--- config.mk ---
export PLATFORM = sky130hd
export DESIGN_NAME = pc_ras_unit_flat
export DESIGN_NICKNAME = d
export VERILOG_FILES = /design/src/rtl/pc_ras_unit_if.sv /design/src/rtl/pc_ras_unit.sv /design/src/flat_wrapper.sv
export SDC_FILE = /design/constraint.sdc
export NUM_CORES = 1
export LEC_CHECK = 0
export ABC_CLOCK_PERIOD_IN_PS = 10000
export CAP_MARGIN = 20
export CORE_ASPECT_RATIO = 1.2
export CORE_MARGIN = 1
export CORE_UTILIZATION = 55
export DETAILED_ROUTE_END_ITERATION = 16
export PLACE_DENSITY = 0.93
export SLEW_MARGIN = 15
export SYNTH_ARGS = -nofsm -noshare
export SYNTH_HDL_FRONTEND = slang
export SYNTH_SLANG_ARGS = --single-unit
--- constraint.sdc ---
create_clock -name CLK -period 10 [get_ports CLK]
set_clock_uncertainty 0.1 [all_clocks]
set_input_delay 1.5 -clock CLK [delete_from_list [all_inputs] [get_ports CLK]]
set_output_delay 1.5 -clock CLK [all_outputs]
set_load 0.01 [all_outputs]
--- src/rtl/pc_ras_unit_if.sv ---
// Fetch-side bundle for pc_ras_unit: next-PC controls in, PC and RAS status out.
interface pc_ras_unit_if;
  logic        en;
  logic [2:0]  pcsrc;
  logic [31:0] reg_target;
  logic [25:0] imm26;
  logic [31:0] imm32;
  logic        flush;
  logic [31:0] pc;
  logic [31:0] npc;
  logic [31:0] ras_top;
  logic [4:0]  ras_cnt;
  logic        ras_ovf;
  logic        ras_unf;
  logic        illegal;

  modport master (
    output en, pcsrc, reg_target, imm26, imm32, flush,
    input  pc, npc, ras_top, ras_cnt, ras_ovf, ras_unf, illegal
  );
  modport slave (
    input  en, pcsrc, reg_target, imm26, imm32, flush,
    output pc, npc, ras_top, ras_cnt, ras_ovf, ras_unf, illegal
  );
endinterface

--- src/rtl/pc_ras_unit.sv ---
// Program counter with next-PC select and a circular return-address stack.
// JAL pushes the link address; RAS-select pops it, falling back to reg_target.
module pc_ras_unit #(
  parameter logic [31:0] RESET_PC  = 32'h0000_0000,
  parameter int          RAS_DEPTH = 4,
  parameter int          RAS_EN    = 1
) (
  input  logic          CLK,
  input  logic          nRST,
  pc_ras_unit_if.slave  bus
);
  typedef enum logic [2:0] {
    PCSRC_CPC = 3'd0,
    PCSRC_NPC = 3'd1,
    PCSRC_REG = 3'd2,
    PCSRC_JAL = 3'd3,
    PCSRC_IMM = 3'd4,
    PCSRC_RAS = 3'd5
  } pcsrc_t;

  logic [31:0] pc_q, pc_nxt, npc, ras_top;
  logic [4:0]  ras_cnt;
  logic        push, pop, unf_set, rsv, illegal_q;
  logic        ras_on;

  assign ras_on  = (RAS_EN != 0);
  assign npc     = pc_q + 32'd4;
  assign bus.pc  = pc_q;
  assign bus.npc = npc;
  assign bus.ras_top = ras_top;
  assign bus.ras_cnt = ras_cnt;
  assign bus.illegal = illegal_q;

  always_comb begin
    pc_nxt  = pc_q;
    push    = 1'b0;
    pop     = 1'b0;
    unf_set = 1'b0;
    rsv     = 1'b0;
    if (bus.en) begin
      case (pcsrc_t'(bus.pcsrc))
        PCSRC_CPC: pc_nxt = pc_q;
        PCSRC_NPC: pc_nxt = npc;
        PCSRC_REG: pc_nxt = bus.reg_target;
        PCSRC_JAL: begin
          pc_nxt = {npc[31:28], bus.imm26, 2'b00};
          push   = ras_on && !bus.flush;
        end
        PCSRC_IMM: pc_nxt = npc + {bus.imm32[29:0], 2'b00};
        PCSRC_RAS: begin
          // Flush empties the stack this edge, so the pop never happens.
          if (ras_on && !bus.flush && ras_cnt != 5'd0) begin
            pc_nxt = ras_top;
            pop    = 1'b1;
          end else begin
            pc_nxt  = bus.reg_target;
            unf_set = ras_on && !bus.flush;
          end
        end
        default: rsv = 1'b1;
      endcase
    end
  end

  always_ff @(posedge CLK or negedge nRST) begin
    if (!nRST) begin
      pc_q      <= RESET_PC;
      illegal_q <= 1'b0;
    end else begin
      if (bus.en) pc_q <= pc_nxt;
      illegal_q <= rsv;
    end
  end

  generate
    if (RAS_EN != 0) begin : g_ras
      localparam int          PW    = $clog2(RAS_DEPTH);
      localparam logic [4:0]  DEPTH = 5'(RAS_DEPTH);

      logic [31:0]   mem [RAS_DEPTH];
      logic [PW-1:0] sp, sp_inc, sp_dec;
      logic [4:0]    cnt;
      logic          ovf, unf;

      // Power-of-two depth: pointer wraps naturally, so a full push lands on the oldest entry.
      assign sp_inc = sp + 1'b1;
      assign sp_dec = sp - 1'b1;

      always_ff @(posedge CLK or negedge nRST) begin
        if (!nRST) begin
          sp  <= '0;
          cnt <= 5'd0;
          ovf <= 1'b0;
          unf <= 1'b0;
        end else begin
          if (bus.flush) begin
            cnt <= 5'd0;
          end else if (push) begin
            sp <= sp_inc;
            if (cnt == DEPTH) ovf <= 1'b1;
            else              cnt <= cnt + 5'd1;
          end else if (pop) begin
            sp  <= sp_dec;
            cnt <= cnt - 5'd1;
          end
          if (unf_set) unf <= 1'b1;
        end
      end

      always_ff @(posedge CLK) begin
        if (push) mem[sp_inc] <= npc;
      end

      assign ras_top     = (cnt == 5'd0) ? 32'd0 : mem[sp];
      assign ras_cnt     = cnt;
      assign bus.ras_ovf = ovf;
      assign bus.ras_unf = unf;
    end else begin : g_no_ras
      assign ras_top     = 32'd0;
      assign ras_cnt     = 5'd0;
      assign bus.ras_ovf = 1'b0;
      assign bus.ras_unf = 1'b0;
    end
  endgenerate
endmodule

--- src/flat_wrapper.sv ---
// flat-port wrapper written by rule: the top's interface ports become plain ports
module pc_ras_unit_flat 
#(
  parameter logic [31:0] RESET_PC  = 32'h0000_0000,
  parameter int          RAS_DEPTH = 4,
  parameter int          RAS_EN    = 1
)
  (CLK, nRST, bus_en, bus_pcsrc, bus_reg_target, bus_imm26, bus_imm32, bus_flush, bus_pc, bus_npc, bus_ras_top, bus_ras_cnt, bus_ras_ovf, bus_ras_unf, bus_illegal);
  pc_ras_unit_if bus_i ();
  input  logic CLK;
  input  logic nRST;
  input wire logic [$bits(bus_i.en)-1:0] bus_en;
  input wire logic [$bits(bus_i.pcsrc)-1:0] bus_pcsrc;
  input wire logic [$bits(bus_i.reg_target)-1:0] bus_reg_target;
  input wire logic [$bits(bus_i.imm26)-1:0] bus_imm26;
  input wire logic [$bits(bus_i.imm32)-1:0] bus_imm32;
  input wire logic [$bits(bus_i.flush)-1:0] bus_flush;
  output wire logic [$bits(bus_i.pc)-1:0] bus_pc;
  output wire logic [$bits(bus_i.npc)-1:0] bus_npc;
  output wire logic [$bits(bus_i.ras_top)-1:0] bus_ras_top;
  output wire logic [$bits(bus_i.ras_cnt)-1:0] bus_ras_cnt;
  output wire logic [$bits(bus_i.ras_ovf)-1:0] bus_ras_ovf;
  output wire logic [$bits(bus_i.ras_unf)-1:0] bus_ras_unf;
  output wire logic [$bits(bus_i.illegal)-1:0] bus_illegal;
  assign bus_i.en = bus_en;
  assign bus_i.pcsrc = bus_pcsrc;
  assign bus_i.reg_target = bus_reg_target;
  assign bus_i.imm26 = bus_imm26;
  assign bus_i.imm32 = bus_imm32;
  assign bus_i.flush = bus_flush;
  assign bus_pc = bus_i.pc;
  assign bus_npc = bus_i.npc;
  assign bus_ras_top = bus_i.ras_top;
  assign bus_ras_cnt = bus_i.ras_cnt;
  assign bus_ras_ovf = bus_i.ras_ovf;
  assign bus_ras_unf = bus_i.ras_unf;
  assign bus_illegal = bus_i.illegal;
  pc_ras_unit #(.RESET_PC(RESET_PC), .RAS_DEPTH(RAS_DEPTH), .RAS_EN(RAS_EN)) u_core (.CLK(CLK), .nRST(nRST), .bus(bus_i));
endmodule
==> reports/results.tsv <==
stage	metric	value	unit
run_status	status	finished clean	
grt	number of global-route vias before repair	8643	
clock_tree	CTS tree	built	
sta	unrepaired setup endpoints after global routing	false	
critical_path	path depth of the worst reg2reg path	15	
synth	Synth Instances	865	
synth	Synth top area share	0.380	
clock_tree	Post-CTS Resized	0	
synth	Mapped Avg Cell Area	11.7	um2
critical_path	crit-path max FO	7	
place	GP Congestion	0.957	
die	Ports	201	
clock_tree	Clock transition at path regs	0.07	ns
critical_path	Startpoint Class	register	
sta	Worst-Margin Slew	1.04	ns
power_and_ir_drop	pwr dens	221	nW/um2
synth	Yosys reg bits	170	
sta	Final Cycle Share	0.527	
sta	setup tns final	0	ns
detailed_routing	drt via density	6.80	
clock_tree	total CTS buffers	17	
power_and_ir_drop	Sw Ratio	0.361	
synth	Commonest cells post-synth	edfxtp_1 (128), nand2_1 (63), a21oi_1 (49), ha_1 (47), o21ai_0 (43)	
clock_tree	Setup Fix Bufs, Post-CTS	0	
grt	grt ovf	0	
critical_path	Critical Path RT	8.40	ns
die	Starting Density	0.569	
power_and_ir_drop	sw power	1.03	mW
min_path	Hold Path Class	reg -> reg	
die	Die X	126	um
final_layout	share of layout cells above drive strength 1	0.105	
power_and_ir_drop	Clk network pwr share	0.245	
critical_path	critical path arrival	3.67	ns
synth	top-count cell post-synth	edfxtp_1	
job	maxcap violations	0	
sta	WHS	0.379	ns
clock_tree	clock root cell	clkbuf_16	
clock_tree	hold_buf cts	0	
synth	area leader, netlist	edfxtp_1	
sta	number of failing hold endpoints at the final stage	0	
detailed_routing	Total Routed Length	32000	um
grt	largest net degree at the start of global routing	43	
grt	initial antenna violation count	0	
detailed_routing	vias	8727	
place	buffers added on ports	198	
final_layout	Util after Layout	0.727	
clock_tree	worst skew pair latency	0.44	ns
detailed_routing	Pre-antenna DRT Iters	6	
detailed_routing	drt initial violations	1024	
power_and_ir_drop	sequential power share	0.327	
detailed_routing	DRC	0	
synth	Syn Nets	1011	
final_layout	Area Growth Syn to Fin	27.8	%
synth	post-synthesis cell area	10100	um2
sta	Pins Over Slew Limit	0	
detailed_routing	wire per inst	25.0	um
clock_tree	CTS Sinks	170	
final_layout	diodes inserted	0	
final_layout	design area	12900	um2
clock_tree	H-Tree Depth	4	
die	Rows	53	
power_and_ir_drop	Int Power	1.83	mW
synth	Synth cell types	79	
sta	fmax	190	MHz
final_layout	fill cell count	1205	
power_and_ir_drop	Final Power	2.85	mW
power_and_ir_drop	Pleak	4.79	nW
power_and_ir_drop	Logic pwr share	0.428	
clock_tree	Max Root-Sink Buffers	2	
die	full die area	18900	um2
synth	number of enable flip-flop cells after synthesis	128	
synth	Synth warnings	0	
place	DP Wirelength	21700	um
min_path	hold path depth	1	
grt	first-pass GRT wire length	47900	um
detailed_routing	antenna-violating nets left	0	
critical_path	WS Path Type	reg -> out	
critical_path	Crit. End Element	primary output	
sta	Setup Viol. Count Final	0	
sta	min Tclk post-route	5.27	ns
synth	Area contributors post-synth	edfxtp_1 (38%), dfrtp_1 (10%), mux4_2 (7.1%), ha_1 (5.8%), a21oi_1 (2.4%)	
final_layout	Nets	1196	
synth	Most used DFF post-synth	edfxtp_1	
grt	Tot GR Track Use	0.341	
power_and_ir_drop	Peak VDD IR	0.000135	V
synth	Seq/Total Area, Yosys	0.484	
sta	Slew headroom	0.309	
die	Core Area	17800	um2
die	die height	151	um
synth	asr flop ratio synth	0.247	
place	placed cell area	12300	um2
==> cells by family (layout without fill, tap and decap cells) <==
| kind of cell | after synthesis | after routing | synth area share |
|---|---|---|---|
| multiplexers | 48 | 48 | 0.0875 |
| flip-flops | 170 | 170 | 0.484 |
| AO/OA/AOI/OAI | 238 | 238 | 0.165 |
| AND/OR/NAND/NOR | 241 | 241 | 0.127 |
| adder cells (fa/ha/maj) | 49 | 49 | 0.0621 |
| XOR/XNOR | 51 | 51 | 0.0449 |
| buffers and inverters | 68 | 266 | 0.0294 |
==> worst max-delay path, stage by stage, from the launching register on <==
cell,delay (ns)
dfrtp_1,0.50
ha_1,0.32
and4_1,0.31
nand2_1,0.26
nor2_1,0.31
and3_1,0.30
nand3_1,0.17
xnor2_1,0.43
clkdlybuf4s50_1,0.63
==> worst paths after layout <==
kind / startpoint / endpoint / slack, ns
max in group asynchronous: nRST / u_core.bus.pc[19] / 8.27
max: u_core.bus.pc[2] / bus_npc[18] / 4.73
min: u_core.bus.ras_ovf / u_core.bus.ras_ovf / 0.38
max reg2reg: u_core.bus.pc[2] / u_core.bus.pc[21] / 5.27
min in group asynchronous: nRST / u_core.bus.ras_cnt[2] / 0.99
min reg2reg: u_core.bus.ras_ovf / u_core.bus.ras_ovf / 0.38
==> flip-flops by register name (all words and copies together), names as in the netlist <==
register,cells
u_core.bus.illegal,1
u_core.bus.ras_cnt,5
u_core.bus.ras_ovf,1
u_core.g_ras.sp,2
u_core.g_ras.mem,128
u_core.bus.pc,32
u_core.bus.ras_unf,1
==> layout by cell type (no fill, tap or decap), types with 5 or more instances in the layout <==
cell / count
nor3_1: 10
and4_1: 5
a21oi_1: 49
xnor2_1: 25
and3_1: 15
a211oi_1: 5
nand2_1: 63
o211ai_1: 7
nand3_1: 28
o21ai_0: 43
clkbuf_16: 17
dfrtp_1: 41
buf_4: 14
a211o_1: 5
clkdlybuf4s50_1: 197
o21a_1: 7
and2_1: 8
edfxtp_1: 128
mux4_2: 32
a31oi_1: 11
a221oi_1: 18
inv_1: 21
ha_1: 47
a221o_1: 18
xor2_1: 25
mux2i_1: 13
a21o_1: 16
nor2_1: 37
o22ai_1: 11
nor2b_1: 35
nand2b_1: 6
==> layout make-up <==
| class | instances | area, um2 | area share |
|---|---|---|---|
| Tap cell | 220 | 275 | 0.0213 |
| Sequential cell | 170 | 4900 | 0.379 |
| Inverter | 21 | 78.8 | 0.00610 |
| Multi-Input combinational cell | 627 | 4950 | 0.383 |
| Timing Repair Buffer | 213 | 2110 | 0.163 |
| Clock inverter | 15 | 193 | 0.0149 |
| Clock buffer | 17 | 425 | 0.0329 |
==> power groups by stage <==
stage / clock, mW / sequential [mW] / combinational (mW)
after floorplan: 0 / 0.928 / 0.742
after CTS: 0.698 / 0.930 / 1.21
after global placement: 0 / 0.940 / 1.16
final: 0.699 / 0.933 / 1.22
after detailed placement: 0 / 0.943 / 1.19
after global routing: 0.724 / 0.940 / 1.30
==> stage by stage <==
step                std cells  setup WS (ns)
floorplan                 865           6.17
global placement         1250           5.08
detailed placement       1250           4.99
CTS                      1282           4.77
global route             1283           4.52
finish                   1283           4.73
==> layer usage <==
layer / vias up / GRT usage / routed length [um]
met5: - / 0 / 0
met4: 0 / 0.155 / 1140
met3: 103 / 0.0864 / 3360
met2: 634 / 0.571 / 15700
met1: 4257 / 0.418 / 11800
li1: 3733 / - / -
Power figures use the tool's default switching activity.
